### src/rtl/cpu_pkg.sv
// Shared definitions for the branch prediction front end.
// Holds the prediction-mode encodings, the 2-bit saturating counter states
// and the fixed instruction size used by the next-PC adder.
package cpu_pkg;

    localparam int PRED_STATIC_NT = 0;
    localparam int PRED_BIMODAL   = 1;
    localparam int PRED_GSHARE    = 2;

    typedef logic [1:0] ctr2_t;

    localparam ctr2_t SNT = 2'b00;
    localparam ctr2_t WNT = 2'b01;
    localparam ctr2_t WT  = 2'b10;
    localparam ctr2_t ST  = 2'b11;

    localparam int INST_BYTES = 4;

endpackage

### src/rtl/branch_target_buffer.sv
// Direct-mapped branch target buffer.
// Ports:
//   clk, reset      - clock and synchronous active-high reset (clears valid bits)
//   rd_word         - word address (pc[XLEN-1:2]) of the fetch PC, combinational read
//   rd_hit          - entry valid and tag matches
//   rd_target       - stored target of the indexed entry
//   rd_uncond       - stored entry is an unconditional jump
//   wr_en           - write the entry selected by wr_word this clock edge
//   wr_word         - word address of the resolved instruction
//   wr_target       - target to store
//   wr_uncond       - 1 for jal/jalr
module branch_target_buffer #(
    parameter int XLEN     = 32,
    parameter int IDX_BITS = 4
) (
    input  logic            clk,
    input  logic            reset,
    input  logic [XLEN-3:0] rd_word,
    output logic            rd_hit,
    output logic [XLEN-1:0] rd_target,
    output logic            rd_uncond,
    input  logic            wr_en,
    input  logic [XLEN-3:0] wr_word,
    input  logic [XLEN-1:0] wr_target,
    input  logic            wr_uncond
);

    localparam int ENTRIES = 1 << IDX_BITS;
    localparam int TAG_W   = XLEN - 2 - IDX_BITS;

    logic [ENTRIES-1:0] valid;
    logic [ENTRIES-1:0] uncond_mem;
    logic [TAG_W-1:0]   tag_mem    [ENTRIES];
    logic [XLEN-1:0]    target_mem [ENTRIES];

    logic [IDX_BITS-1:0] rd_idx;
    logic [IDX_BITS-1:0] wr_idx;

    assign rd_idx    = rd_word[IDX_BITS-1:0];
    assign wr_idx    = wr_word[IDX_BITS-1:0];

    assign rd_hit    = valid[rd_idx] && (tag_mem[rd_idx] == rd_word[XLEN-3:IDX_BITS]);
    assign rd_target = target_mem[rd_idx];
    assign rd_uncond = uncond_mem[rd_idx];

    always_ff @(posedge clk) begin
        if (reset) begin
            valid <= '0;
        end else if (wr_en) begin
            valid[wr_idx] <= 1'b1;
        end
    end

    // Payload is not reset: an entry is only observable once its valid bit is set.
    always_ff @(posedge clk) begin
        if (wr_en && !reset) begin
            tag_mem[wr_idx]    <= wr_word[XLEN-3:IDX_BITS];
            target_mem[wr_idx] <= wr_target;
            uncond_mem[wr_idx] <= wr_uncond;
        end
    end

endmodule

### src/rtl/gshare_branch_predictor.sv
// Next-PC predictor for the IF stage: BTB + PHT of 2-bit counters + global
// history, selectable static-not-taken / bimodal / gshare direction policy.
// Ports:
//   clk, reset        - clock, synchronous active-high reset
//   fetch_pc          - current fetch address (combinational lookup)
//   pred_next_pc      - predicted next fetch address
//   pred_taken        - prediction is taken
//   pred_hit          - BTB hit for fetch_pc
//   upd_*             - EX-stage resolution of a control-transfer instruction
//   stat_updates      - saturating count of accepted updates
//   stat_mispredicts  - saturating count of accepted updates flagged mispredicted
module gshare_branch_predictor
    import cpu_pkg::*;
#(
    parameter int XLEN         = 32,
    parameter int BTB_IDX_BITS = 4,
    parameter int PHT_IDX_BITS = 6,
    parameter int GHR_BITS     = 6,
    parameter int PRED_MODE    = 2
) (
    input  logic            clk,
    input  logic            reset,
    input  logic [XLEN-1:0] fetch_pc,
    output logic [XLEN-1:0] pred_next_pc,
    output logic            pred_taken,
    output logic            pred_hit,
    input  logic            upd_valid,
    input  logic [XLEN-1:0] upd_pc,
    input  logic            upd_is_cond,
    input  logic            upd_taken,
    input  logic [XLEN-1:0] upd_target,
    input  logic            upd_mispredict,
    output logic [31:0]     stat_updates,
    output logic [31:0]     stat_mispredicts
);

    if (GHR_BITS > PHT_IDX_BITS || GHR_BITS < 0 || PRED_MODE > 2 || PRED_MODE < 0) begin : g_bad_params
        $fatal(1, "gshare_branch_predictor: illegal GHR_BITS/PRED_MODE combination");
    end

    localparam int PHT_ENTRIES = 1 << PHT_IDX_BITS;
    localparam int GHR_W       = (GHR_BITS > 0) ? GHR_BITS : 1;
    localparam bit USE_PHT     = (PRED_MODE != PRED_STATIC_NT);
    localparam bit USE_GHR     = (PRED_MODE == PRED_GSHARE) && (GHR_BITS > 0);

    ctr2_t            pht [PHT_ENTRIES];
    logic [GHR_W-1:0] ghr;

    logic [PHT_IDX_BITS-1:0] fetch_idx;
    logic [PHT_IDX_BITS-1:0] upd_idx;
    logic                    btb_hit;
    logic [XLEN-1:0]         btb_target;
    logic                    btb_uncond;
    logic                    unused_upd_pc_lsbs;

    // Without history (bimodal, or gshare with GHR_BITS=0) the index is the PC alone.
    function automatic logic [PHT_IDX_BITS-1:0] pht_index(
        input logic [PHT_IDX_BITS-1:0] pc_bits,
        input logic [GHR_W-1:0]        hist
    );
        if (USE_GHR) begin
            return pc_bits ^ PHT_IDX_BITS'(hist);
        end
        return pc_bits;
    endfunction

    function automatic ctr2_t ctr_next(input ctr2_t ctr, input logic taken);
        if (taken) begin
            return (ctr == ST) ? ST : ctr + 2'd1;
        end
        return (ctr == SNT) ? SNT : ctr - 2'd1;
    endfunction

    function automatic logic [31:0] stat_inc(input logic [31:0] cnt);
        return (cnt == 32'hFFFF_FFFF) ? cnt : cnt + 32'd1;
    endfunction

    assign unused_upd_pc_lsbs = ^upd_pc[1:0];

    assign fetch_idx = pht_index(fetch_pc[PHT_IDX_BITS+1:2], ghr);
    assign upd_idx   = pht_index(upd_pc[PHT_IDX_BITS+1:2], ghr);

    branch_target_buffer #(
        .XLEN     (XLEN),
        .IDX_BITS (BTB_IDX_BITS)
    ) u_btb (
        .clk       (clk),
        .reset     (reset),
        .rd_word   (fetch_pc[XLEN-1:2]),
        .rd_hit    (btb_hit),
        .rd_target (btb_target),
        .rd_uncond (btb_uncond),
        .wr_en     (upd_valid && upd_taken),
        .wr_word   (upd_pc[XLEN-1:2]),
        .wr_target (upd_target),
        .wr_uncond (!upd_is_cond)
    );

    // Lookup sees pre-update state; there is deliberately no bypass from upd_*.
    assign pred_hit     = btb_hit;
    assign pred_taken   = USE_PHT && btb_hit && (btb_uncond || pht[fetch_idx][1]);
    assign pred_next_pc = pred_taken ? btb_target : fetch_pc + XLEN'(INST_BYTES);

    always_ff @(posedge clk) begin
        if (reset) begin
            for (int i = 0; i < PHT_ENTRIES; i++) begin
                pht[i] <= WNT;
            end
            ghr              <= '0;
            stat_updates     <= '0;
            stat_mispredicts <= '0;
        end else if (upd_valid) begin
            if (USE_PHT && upd_is_cond) begin
                pht[upd_idx] <= ctr_next(pht[upd_idx], upd_taken);
            end
            // History is only advanced at resolve time, never speculatively.
            if (USE_GHR && upd_is_cond) begin
                ghr <= GHR_W'({ghr, upd_taken});
            end
            stat_updates <= stat_inc(stat_updates);
            if (upd_mispredict) begin
                stat_mispredicts <= stat_inc(stat_mispredicts);
            end
        end
    end

endmodule

### config.mk
export PLATFORM = sky130hd
export DESIGN_NAME = gshare_branch_predictor
export DESIGN_NICKNAME = d
export VERILOG_FILES = /design/src/rtl/cpu_pkg.sv /design/src/rtl/branch_target_buffer.sv /design/src/rtl/gshare_branch_predictor.sv
export SDC_FILE = /design/constraint.sdc
export NUM_CORES = 2
export LEC_CHECK = 0
export BUFFER_PORTS_ARGS = -buffer_cell sky130_fd_sc_hd__buf_2
export CAP_MARGIN = 15
export CORE_ASPECT_RATIO = 2
export CORE_MARGIN = 2
export CORE_UTILIZATION = 55
export CTS_BUF_LIST = sky130_fd_sc_hd__clkbuf_8
export DETAILED_ROUTE_END_ITERATION = 7
export PLACE_DENSITY = 0.77
export SYNTH_ARGS = -nofsm -noshare
export SYNTH_HDL_FRONTEND = slang
export SYNTH_HIERARCHICAL = 1
export SYNTH_SLANG_ARGS = --single-unit
### constraint.sdc
create_clock -name clk -period 6 [get_ports clk]
set_input_delay 0.3 -clock clk [delete_from_list [all_inputs] [get_ports clk]]
set_output_delay 0.3 -clock clk [all_outputs]
set_load 0.01 [all_outputs]
==> qor.txt <==
Final ANT Viol Nets: 0
Post-Syn Area per Cell: 17.46 um^2
Cell area power density: 288.6 nW/um^2
Final hold vios: 0
Worst Hold Class: in2reg
CTS root buf: clkbuf_8
DP HPWL: 69320 um
Internal power: 0.01213 W
Worst Path Required: 5.70 ns
Pin count of the biggest net entering global routing: 81
Nets: 3217
I/O Buffers: 197
# fillers: 6060
First-pass GRT wire length: 175000 um
Status: complete, no violations
GR Layer Usage met2: 41.77%
F_max: 0.1814 GHz
Fin. max-slew vios: 0
CP peak stage delay: 0.88 ns
Netlist cell types: 79
Min setup slack post-route: 0.4867 ns
Total CTS buffers: 157
Routed wire length per instance: 26.82 um
Num Clock Sinks: 1158
Die Area: 90650 um^2
Met3 usage: 7.194%
Vias/cell: 6.367
Core Region: 87670 um^2
Multi-input logic area: 13700 um^2
Share of synthesized registers carrying an async set or reset: 0%
Post_cts resized: 0
Max FO, Critical Path: 41
Area Growth Syn to Fin: 12.43%
Logic pwr share: 6.9%
Syn Inst Count: 2775
Final min period: 5.513 ns
Vias: 28.11k
Crit-path slowest cell: nor2b_1
Boundary pin count: 200
Worst slew pin tran: 1.095 ns
P_sw: 0.003598 W
Clk_skew: 0.06140 ns
Worst-Skew Late Latency: 0.85 ns
Number of synthesized flops with an enable pin: 1072
H-Tree Depth: 4
Final period utilization: 91.89%
Die Y: 423.8 um
DRC viols: 0
Rows: 154
Setup crit end kind: output port
VDD IR max: 245.5 uV
Post-Syn Nets: 2880
RSZ-0062 raised after global routing: false
Overall routing resource usage: 26.56%
Crit-path most repeated cell: a2111oi_0
Die width: 213.9 um
Clock power share: 36.5%
CTS tree: yes
Global Route met1 Usage: 35.82%
CP Cell Sequence: buf_6, nor2b_1, a22oi_1, nor3b_1, a2111oi_0, nand4_1, a2111oi_0, and4bb_1, nand3_1, a21oi_4, buf_4, mux2i_1, buf_2
Share of post-route cells with drive strength above 1: 25.46%
Setup WS pre-CTS: 0.7668 ns
Yosys Warn Count: 6
Yosys reg bits: 1158
Seq/Total Area, Yosys: 69.98%
Fin Setup TNS: 0 ns
DR pass1 iterations: 7
Sequential Power Share: 56.6%
Rel. slew slack: 26.63%
# setup viols final: 0
Initial DRC count: 3274
Initial Util: 55.28%
Postcts setup bufs: 0
Synthesized area: 48460 um^2
Max Cap Viol: 0
Initial antenna violation count: 12
Switch share: 22.88%
Worst setup path category: in2out
Vias in the first global route: 28.22k
Crit start category: input pin
Overflow after GRT: 0
Synth Flop Type: edfxtp_1
Routed Wire Length: 118400 um
Register area: 33910 um^2
Clock Path Buffers: 3
Crit path DAT: 5.21 ns
GP Congestion: 0.9331
Gr busiest metal: met2
Cts hold-fix bufs: 66
Leakage power: 18.00 nW
Clock transition at path regs: 0.07 ns
-- critical path, delay by kind of cell --
kind	cells	cell delay (ns)
AOI/OAI and AO/OA	4	1.54
buffers and inverters	3	0.99
muxes	1	0.46
and+or+nand+nor	5	1.82
-- synthesized netlist by cell type, drive strengths merged, types with 32 or more instances --
cell type	count	area share [%]
buf	90	1.3
mux2	44	1.0
nand2	166	1.3
nor2	186	1.4
mux2i	65	1.3
nand3	123	1.3
nand4	32	0.41
xnor2	53	0.97
xor2	59	1.2
edfxtp	1072	66
dfxtp	86	3.6
nand2b	60	0.77
a21oi	32	0.34
mux4	283	13
o21ai	39	0.40
nor3	44	0.45
clkbuf	66	0.51
-- placed cells by master, fill, tap and decap left out, drive strengths merged, types with 10 or more instances in the layout --
cell type / n
a21o: 30
a21oi: 32
a22oi: 17
a31oi: 14
and3: 10
and4: 10
buf: 268
clkbuf: 169
clkinv: 65
dfxtp: 86
dlygate4sd3: 66
edfxtp: 1072
inv: 77
mux2: 44
mux2i: 65
mux4: 283
nand2: 166
nand2b: 60
nand3: 123
nand4: 32
nor2: 186
nor3: 44
nor4: 16
o21ai: 39
o22ai: 14
or3: 19
xnor2: 53
xor2: 59
-- metal layers --
metal,vias up,part of all wire [%]
met4,18,3.1
met3,296,11
li1,11780,-
met2,1787,48
met1,14230,37
met5,-,0.096
-- logic make-up (layout without fill, tap and decap cells) --
family,count (synthesis),after routing,synth area share (%)
multiplexers,392,392,15.61
buffers and inverters,190,655,2.058
XOR/XNOR,112,112,2.148
AO/OA/AOI/OAI,222,222,3.194
AND/OR/NAND/NOR,696,696,6.893
flip-flops,1158,1158,69.98
other,0,4,0
adder cells (fa/ha/maj),5,5,0.1214
-- stage by stage --
stage	hold slack [ns]	cells	power, W	utilization [%]	area (um^2)
final	0.2219	4414	0.01572	62.15	54490
after global routing	0.2004	4413	0.01620	62.15	54490
after CTS	0.1376	4410	0.01580	62.14	54480
after detailed placement	0.4357	4057	0.01010	57.97	50830
after global placement	0.4280	4057	0.01008	57.97	50830
after floorplan	0.3989	2775	0.009718	-	48460
-- sequential cells by signal, summed over array words and instances, names as in the netlist --
name              flops
u_btb/tag_mem       416
stat_updates         32
ghr                   6
pht                 128
u_btb/valid          16
u_btb/target_mem    512
u_btb/uncond_mem     16
stat_mispredicts     32
-- final cells by class --
| class | count | share of cell area [%] |
|---|---|---|
| Inverter | 34 | 0.2365 |
| Tap cell | 1170 | 2.687 |
| Sequential cell | 1158 | 62.24 |
| Clock buffer | 169 | 4.269 |
| Multi-Input combinational cell | 1427 | 25.14 |
| Clock inverter | 118 | 1.224 |
| Timing Repair Buffer | 334 | 4.191 |
| Antenna cell | 4 | 0.01837 |
-- final timing paths --
| check | from | to | slack [ns] | cells after the start |
|---|---|---|---|---|
| hold reg to reg | u_btb/valid[4] | u_btb/valid[4] | 0.45 | 1 |
| setup / recovery | fetch_pc[4] | pred_next_pc[7] | 0.49 | 13 |
| setup reg to reg | ghr[0] | pht[43][0] | 1.69 | 9 |
| hold / removal | upd_pc[5] | u_btb/tag_mem[2][16] | 0.22 | 3 |
-- power by group through the flow --
stage | combinational, W | sequential [W] | clock (W)
CTS | 0.00107 | 0.00890 | 0.00583
floorplan | 0.000654 | 0.00906 | 0
finish | 0.00109 | 0.00890 | 0.00574
global route | 0.00115 | 0.00890 | 0.00615
detailed placement | 0.00103 | 0.00907 | 0
global placement | 0.00101 | 0.00906 | 0
No activity file was read; power rests on OpenSTA's default activity.
